--- src/rtl/mac_result_drain.sv ---
// mac_result_drain
//   Output stage of the MAC block. Each finished C result is captured, together
//   with its 2-bit mode tag, into a small FIFO. The results are then sent out
//   LSB-first as OUT_W-bit beats over a valid/ready stream. This keeps MAC
//   completion timing independent of a narrow output port that may apply
//   back-pressure.
//
// Parameters
//   ACC_WIDTH  width of a captured C result
//   OUT_W      beat width (ACC_WIDTH must be a multiple of OUT_W)
//   DEPTH      number of FIFO entries (power of 2, >= 2)
//
// Ports
//   clk, rst      clock and synchronous active-high reset
//   c_valid       c_in/c_tag carry a finished result in this cycle
//   c_in, c_tag   MAC result and its mode tag (tag 11 is passed through unchanged)
//   out_ready     consumer accepts the current beat
//   clr_overflow  clears the sticky overflow flag
//   out_valid     out_data holds a valid beat
//   out_data      current beat; the LSB slice is sent first
//   out_tag       tag of the word in flight
//   out_last      final beat of a word
//   full, empty   FIFO occupancy flags
//   overflow      sticky flag: a result was dropped because the FIFO was full
//   out_parity    XOR-reduce of out_data; exists only when MAC_DRAIN_PARITY_EN is defined
module mac_result_drain #(
  parameter int unsigned ACC_WIDTH = 32,
  parameter int unsigned OUT_W     = 8,
  parameter int unsigned DEPTH     = 4
) (
  input  logic                 clk,
  input  logic                 rst,
  input  logic                 c_valid,
  input  logic [ACC_WIDTH-1:0] c_in,
  input  logic [1:0]           c_tag,
  input  logic                 out_ready,
  input  logic                 clr_overflow,
  output logic                 out_valid,
  output logic [OUT_W-1:0]     out_data,
  output logic [1:0]           out_tag,
  output logic                 out_last,
  output logic                 full,
  output logic                 empty,
  output logic                 overflow
`ifdef MAC_DRAIN_PARITY_EN
  ,
  output logic                 out_parity
`endif
);

  localparam int unsigned BEATS = ACC_WIDTH / OUT_W;
  localparam int unsigned PTR_W = (DEPTH > 1) ? $clog2(DEPTH) : 1;
  localparam int unsigned CNT_W = $clog2(DEPTH) + 1;
  localparam int unsigned IDX_W = (BEATS > 1) ? $clog2(BEATS) : 1;

  typedef enum logic {IDLE, SEND} state_t;

  state_t               state;
  logic [ACC_WIDTH+1:0] mem [DEPTH];
  logic [PTR_W-1:0]     wr_ptr;
  logic [PTR_W-1:0]     rd_ptr;
  logic [CNT_W-1:0]     count;
  logic [ACC_WIDTH-1:0] shift;
  logic [ACC_WIDTH-1:0] shift_nxt;
  logic [IDX_W-1:0]     idx;
  logic [ACC_WIDTH-1:0] head_data;
  logic [1:0]           head_tag;
  logic                 do_write;
  logic                 do_pop;
  logic                 beat_done;

  assign full      = (count == CNT_W'(DEPTH));
  assign empty     = (count == '0);
  assign do_write  = c_valid && !full;
  assign beat_done = (state == SEND) && out_valid && out_ready;
  // A pop happens from IDLE, or when the last beat is accepted, so that
  // consecutive words stream without a gap. Using the count from before the
  // clock edge means a word written in this cycle cannot be popped until the
  // next cycle.
  assign do_pop    = !empty && ((state == IDLE) || (beat_done && out_last));
  assign {head_tag, head_data} = mem[rd_ptr];
  assign shift_nxt = shift >> OUT_W;

  always_ff @(posedge clk) begin
    if (do_write) begin
      mem[wr_ptr] <= {c_tag, c_in};
    end
  end

  always_ff @(posedge clk) begin
    if (rst) begin
      wr_ptr   <= '0;
      rd_ptr   <= '0;
      count    <= '0;
      overflow <= 1'b0;
    end else begin
      if (do_write) wr_ptr <= wr_ptr + PTR_W'(1);
      if (do_pop)   rd_ptr <= rd_ptr + PTR_W'(1);
      case ({do_write, do_pop})
        2'b10:   count <= count + CNT_W'(1);
        2'b01:   count <= count - CNT_W'(1);
        default: ;
      endcase
      // When a write is dropped and a clear arrives in the same cycle, the set wins.
      if (c_valid && full)   overflow <= 1'b1;
      else if (clr_overflow) overflow <= 1'b0;
    end
  end

  always_ff @(posedge clk) begin
    if (rst) begin
      state      <= IDLE;
      shift      <= '0;
      idx        <= '0;
      out_valid  <= 1'b0;
      out_data   <= '0;
      out_tag    <= '0;
      out_last   <= 1'b0;
`ifdef MAC_DRAIN_PARITY_EN
      out_parity <= 1'b0;
`endif
    end else if (do_pop) begin
      state      <= SEND;
      shift      <= head_data;
      idx        <= '0;
      out_valid  <= 1'b1;
      out_data   <= head_data[OUT_W-1:0];
      out_tag    <= head_tag;
      out_last   <= (BEATS == 1);
`ifdef MAC_DRAIN_PARITY_EN
      out_parity <= ^head_data[OUT_W-1:0];
`endif
    end else if (beat_done && !out_last) begin
      shift      <= shift_nxt;
      idx        <= idx + IDX_W'(1);
      out_data   <= shift_nxt[OUT_W-1:0];
      out_last   <= (BEATS > 1) && (idx == IDX_W'(BEATS - 2));
`ifdef MAC_DRAIN_PARITY_EN
      out_parity <= ^shift_nxt[OUT_W-1:0];
`endif
    end else if (beat_done) begin
      state      <= IDLE;
      out_valid  <= 1'b0;
      out_last   <= 1'b0;
    end
  end

endmodule
--- config.mk ---
export PLATFORM = sky130hd
export DESIGN_NAME = mac_result_drain
export DESIGN_NICKNAME = d
export VERILOG_FILES = /design/src/rtl/mac_result_drain.sv
export SDC_FILE = /design/constraint.sdc
export NUM_CORES = 1
export LEC_CHECK = 0
export ABC_CLOCK_PERIOD_IN_PS = 3350
export BUFFER_PORTS_ARGS = -buffer_cell sky130_fd_sc_hd__buf_2
export CORE_MARGIN = 1.5
export CORE_UTILIZATION = 35
export CTS_BUF_LIST = sky130_fd_sc_hd__clkbuf_4 sky130_fd_sc_hd__clkbuf_8
export DETAILED_ROUTE_END_ITERATION = 7
export GPL_ROUTABILITY_DRIVEN = 0
export HOLD_SLACK_MARGIN = 0.05
export PLACE_DENSITY = 0.55
export SLEW_MARGIN = 20
export SYNTH_ARGS = -nofsm -noshare
export SYNTH_HDL_FRONTEND = slang
export SYNTH_SLANG_ARGS = --single-unit
--- constraint.sdc ---
create_clock -name clk -period 3.35 [get_ports clk]
set_clock_uncertainty 0.2 [all_clocks]
set_input_delay 0.5025 -clock clk [delete_from_list [all_inputs] [get_ports clk]]
set_output_delay 0.5025 -clock clk [all_outputs]
set_load 0.005 [all_outputs]
# ---- After elaboration in Yosys (flattened, before gate mapping)
# Memories as Yosys holds them, arrays and structs flattened. A register that Yosys moved wholly into a read port is not among the register bits.
# Cells that the tools add are included.
dict set report word_totals {
  register_bits 54
  latchBits 0
  mem_bits_rw 136
  rom_bits 0
  input_bits 39
  mem_count 1
}
# name depth width read_ports rd_ports_with_merged_regs write_ports line_no
set mem_list {}
lappend mem_list {mem 4 34 1 1 1 59} ;# logic [ACC_WIDTH+1:0] mem [DEPTH];
dict set report op_classes {
  addsub 5
  n_mul 0
  n_div 0
  order_cmp 0
  n_eq_ne 5
  shifts 0
  mux 15
  bitwise_logic 1
  reduce_logical 18
}
# cell n
set op_table {}
lappend op_table {{32-bit two-way mux} 2}
lappend op_table {{8-bit two-way mux} 2}
lappend op_table {{2-bit nonzero test} 5}
lappend op_table {{1-bit two-way mux} 8}
lappend op_table {{2-bit by 1-bit adder with 2-bit output (second input constant)} 3}
lappend op_table {{1-bit logical AND} 6}
lappend op_table {{3-bit one-hot mux with 2 select lines} 1}
lappend op_table {{2-bit equality test (second input constant)} 2}
lappend op_table {{2-bit two-way mux} 2}
lappend op_table {{3-bit by 1-bit adder with 3-bit output (second input constant)} 1}
lappend op_table {{3-bit equality test (second input constant)} 1}
lappend op_table {{1-bit logical NOT} 3}
lappend op_table {{3-bit logical NOT} 1}
lappend op_table {{3-bit by 1-bit subtractor with 3-bit output (second input constant)} 1}
lappend op_table {{2-bit by 1-bit equality test with 1-bit output (second input constant)} 1}
lappend op_table {{2-bit != test (second input constant)} 1}
lappend op_table {{2-bit AND reduction} 1}
lappend op_table {{2-bit OR reduction} 1}
lappend op_table {{1-bit logical OR} 1}
lappend op_table {{1-bit inverter} 1}

# ---- Longest topological paths before layout
dict set report logic_depth {
  depth_word 6
  ltp_mapped 11
  depth_no_buf 10
}

# ---- Worst setup path after synthesis
# No wires, ideal clock.
dict set report synth_timing {
  kind {flip-flop to flip-flop}
  startpoint {reg count[0]}
  endpoint {reg count[2]}
  setup_time_ns 0.070
  t_arrival_ns 2.222
  required_time_ns 3.080
  setup_slack_ns 0.858
  path_stages_with_launch 12
  path_buffers 2
  path_cell_list {dfxtp_1 -> or3_1 -> buf_4 -> inv_6 -> buf_8 -> nor2_2 -> ha_1 -> inv_1 -> fa_1 -> xor2_1 -> or3_1 -> a21oi_1}
}
dict set report synth_via {
  elab_chain_len 5
  word_cells_on_any_way 12
  cone_classes {add/sub (2); eq/ne (3); mux (1); reduce/logical (6)}
}
# item line_no
set synth_rtl {}
lappend synth_rtl {{start, declared} 62} ;# logic [CNT_W-1:0] count;
lappend synth_rtl {{start signal, assigned} 100} ;# 2'b10: count <= count + CNT_W'(1);
lappend synth_rtl {{start signal, assigned} 101} ;# 2'b01: count <= count - CNT_W'(1);
lappend synth_rtl {{3-bit logical NOT *} 73} ;# assign empty = (count == '0);
lappend synth_rtl {{1-bit logical NOT *} 80} ;# assign do_pop = !empty && ((state == IDLE) || (beat_done && out_last));
lappend synth_rtl {{1-bit logical AND *} 80}
lappend synth_rtl {{via do_pop} 69} ;# logic do_pop;
lappend synth_rtl {{2-bit by 1-bit equality test with 1-bit output / 2-bit equality test (equally long branches)} 99} ;# case ({do_write, do_pop})
lappend synth_rtl {{3-bit one-hot mux with 2 select lines / 2-bit nonzero test (equally long branches)} --}
# The timed path passes the listed nets; every way through them passes the cells marked *.
# A chain may end at the register's enable or synchronous reset.

# ---- Worst setup path after layout
# Same ends and word-level chain as after synthesis.

==> metrics <==
setup TNS 0 ns; Final ANT Viol Nets 0; Worst-Margin Slew 0.777 ns; setup violators final 0; CTS tree built; Area Overhead vs Synth 16.2%; layout cell share with drive strength beyond 1 26.9%; Slew Limit Fails 0; P_leak 2.70 nW; Fillers 1795; total vias in the final route 3789; synthesized flop and latch total 184; unrepaired setup endpoints after global routing no; Hold Fails Final Rpt 0; I/O Buffers 53; clock share of power 22.3%; Die Area 0.0211 mm^2; CP Launch Type flip-flop; Critical Path End Type flip-flop; GRT Resource Usage Total 13.8%; DP Wirelength 8350 um; Clock Sinks 184; CTS clk-pin slew, worst paths 0.09 ns; Comb power frac 26.2%; Skew-Pair Late Insertion Delay 0.45 ns; vias in the first global route 3986; antenna violations before repair 0; io pins 54; largest area contributor in the netlist edfxtp_1; CP Max Fanout 21; Internal 0.00413 W; Hold Crit Class in -> reg; Sw Pwr 0.00183 W; synthesized area 0.00709 mm^2; DR WL/cell 18.0 um; row cnt 51; first-pass GRT wire length 22000 um; Post-synth EDFFs 136; arrival time worst endpoint 2.90 ns; Initial Utilization 36.1%; Max Cap Viol 0; Distinct cells, synth 41; period utilization 81.6%; number of gates resized after cts 0; number of DRC markers after the initial detailed-route iteration 206; Clock Path Buffers 2; maximum VDD drop 0.292 mV; sequential area share after synthesis 71.2%; root buffer cell clkbuf_8; CTS HTree Levels 4; Top FF cell, synth edfxtp_1; CTS buffer count 17; routed wire length 13700 um; largest net degree at the start of global routing 35; Core Region 0.0197 mm^2; fin crit period 2.73 ns; top cell type's share of synthesized area 57.6%; Flop pwr share 51.5%; pwr dens 724 mW/mm^2; Setup Crit Path Kind reg -> reg; Pre-Repair DR Iteration Count 4; Switching Share 30.8%; final design utilization 41.9%; ant diodes 0; Chip Width 145 um; Fmax 366 MHz; Via density 4.99; NumNets Final 527; Async SR Flop Fraction 0%; Die Y 145 um; Syn Nets 446; Ys Warns 0; synth top area cells edfxtp_1 58%, dfxtp_1 14%, mux4_2 11%; R2R Setup Slk 0.62 ns; Avg Cell Area, Syn 17.7 um^2; Max-slew headroom 48.0%; total congestion overflow 0; CP required 3.52 ns; post-synthesis cell count 400; Residual DRC 0; status completed
cells in the mapped netlist, drive strengths merged (8+ instances only):
cell type and instances:
buf 26, a32oi 11, mux4 34, o21ai 8
nand3 12, edfxtp 136, dfxtp 48, o2bb2ai 21
mux2i 13, o211ai 11, nor2 9, a21oi 22
inv 11
per-layer routing:
layer | wire length (um) | GRT usage, %
met4 | 161 | 4.95
met5 | 0 | 0
met1 | 6250 | 18.0
met2 | 6680 | 22.1
met3 | 575 | 3.84
path summary, 6_finish.rpt:
check                         startpoint                endpoint  cells past startpoint
setup / recovery   count[0]$_SDFFE_PP0P_   count[2]$_SDFFE_PP0P_                      9
hold reg to reg   shift[27]$_SDFFE_PP0P_  shift[27]$_SDFFE_PP0P_                      2
setup reg to reg   count[0]$_SDFFE_PP0P_   count[2]$_SDFFE_PP0P_                      9
hold / removal                  c_in[18]    mem[0][18]$_DFFE_PP_                      1
cells in the final DEF, fill, tap and decap left out, types with 3 or more instances in the layout:
master / Yosys / final
nand3_1: 12 / 12
nor2_1: 8 / 8
dfxtp_1: 48 / 47
a32oi_1: 11 / 11
inv_1: 9 / 9
dlygate4sd3_1: 0 / 32
and3_1: 4 / 4
o2bb2ai_1: 21 / 21
clkinvlp_4: 0 / 4
a21oi_1: 22 / 22
buf_4: 10 / 9
clkbuf_8: 0 / 17
ha_1: 6 / 6
clkinv_1: 1 / 5
edfxtp_1: 136 / 136
buf_2: 10 / 53
inv_6: 1 / 3
o211ai_1: 11 / 11
mux4_2: 34 / 34
clkinv_2: 0 / 3
or3_1: 3 / 3
mux2i_1: 13 / 13
o21ai_0: 5 / 5
final cells by class:
class	instances	area (um^2)	area share, %
Clock inverter	14	108	1.31
Timing Repair Buffer	95	673	8.18
Tap cell	265	332	4.03
Inverter	12	50.0	0.608
Multi-Input combinational cell	171	1780	21.7
Clock buffer	18	241	2.93
Sequential cell	184	5050	61.3
flip-flops by register name, summed over array words and instances (netlist names), named ones only:
name and flops:
shift 25, out_last 1, out_data 7, state 1, idx 2, mem 136, wr_ptr 2, overflow 1
rd_ptr 2, count 3, out_tag 2
timing repair:
item	CTS	global route
hold buffers	32	0
buffers inserted	0	0
hold endpoints to repair	126	0
cell families after synthesis:
| group | share of synthesized area (%) |
|---|---|
| AND/OR/NAND/NOR | 2.81 |
| AO/OA/AOI/OAI | 7.95 |
| buffers and inverters | 3.71 |
| flip-flops | 71.2 |
| adder cells (fa/ha/maj) | 1.34 |
| multiplexers | 12.6 |
| XOR/XNOR | 0.371 |
worst max-delay path, cell delays in order (launching register included):
cell and delay (ns):
dfxtp_1 0.40, or3_1 0.23, inv_6 0.11, nor2_2 0.39
ha_1 0.28, inv_1 0.07, fa_1 0.38, xor2_1 0.16
or3_1 0.30, a21oi_1 0.15
through the flow:
stage               worst slack (ns)  std cells  hold slack, ns  total power [W]  area (um^2)
detailed placement             0.622        695           0.280          0.00469         7560
CTS                            0.595        759          0.0592          0.00605         8230
global placement               0.759        695           0.269          0.00463         7560
global route                   0.449        759          0.0560          0.00632         8230
finish                         0.617        759          0.0904          0.00596         8230
floorplan                      0.858        400           0.253          0.00428         7090
power by group through the flow:
stage	clock network, W	logic, W	registers [W]
5_1_grt	0.00147	0.00173	0.00312
3_3_place_gp	0	0.00152	0.00311
4_1_cts	0.00138	0.00159	0.00308
6_report	0.00133	0.00156	0.00307
2_1_floorplan	0	0.00126	0.00301
3_5_place_dp	0	0.00156	0.00313
(Power assumes the default switching activity.)
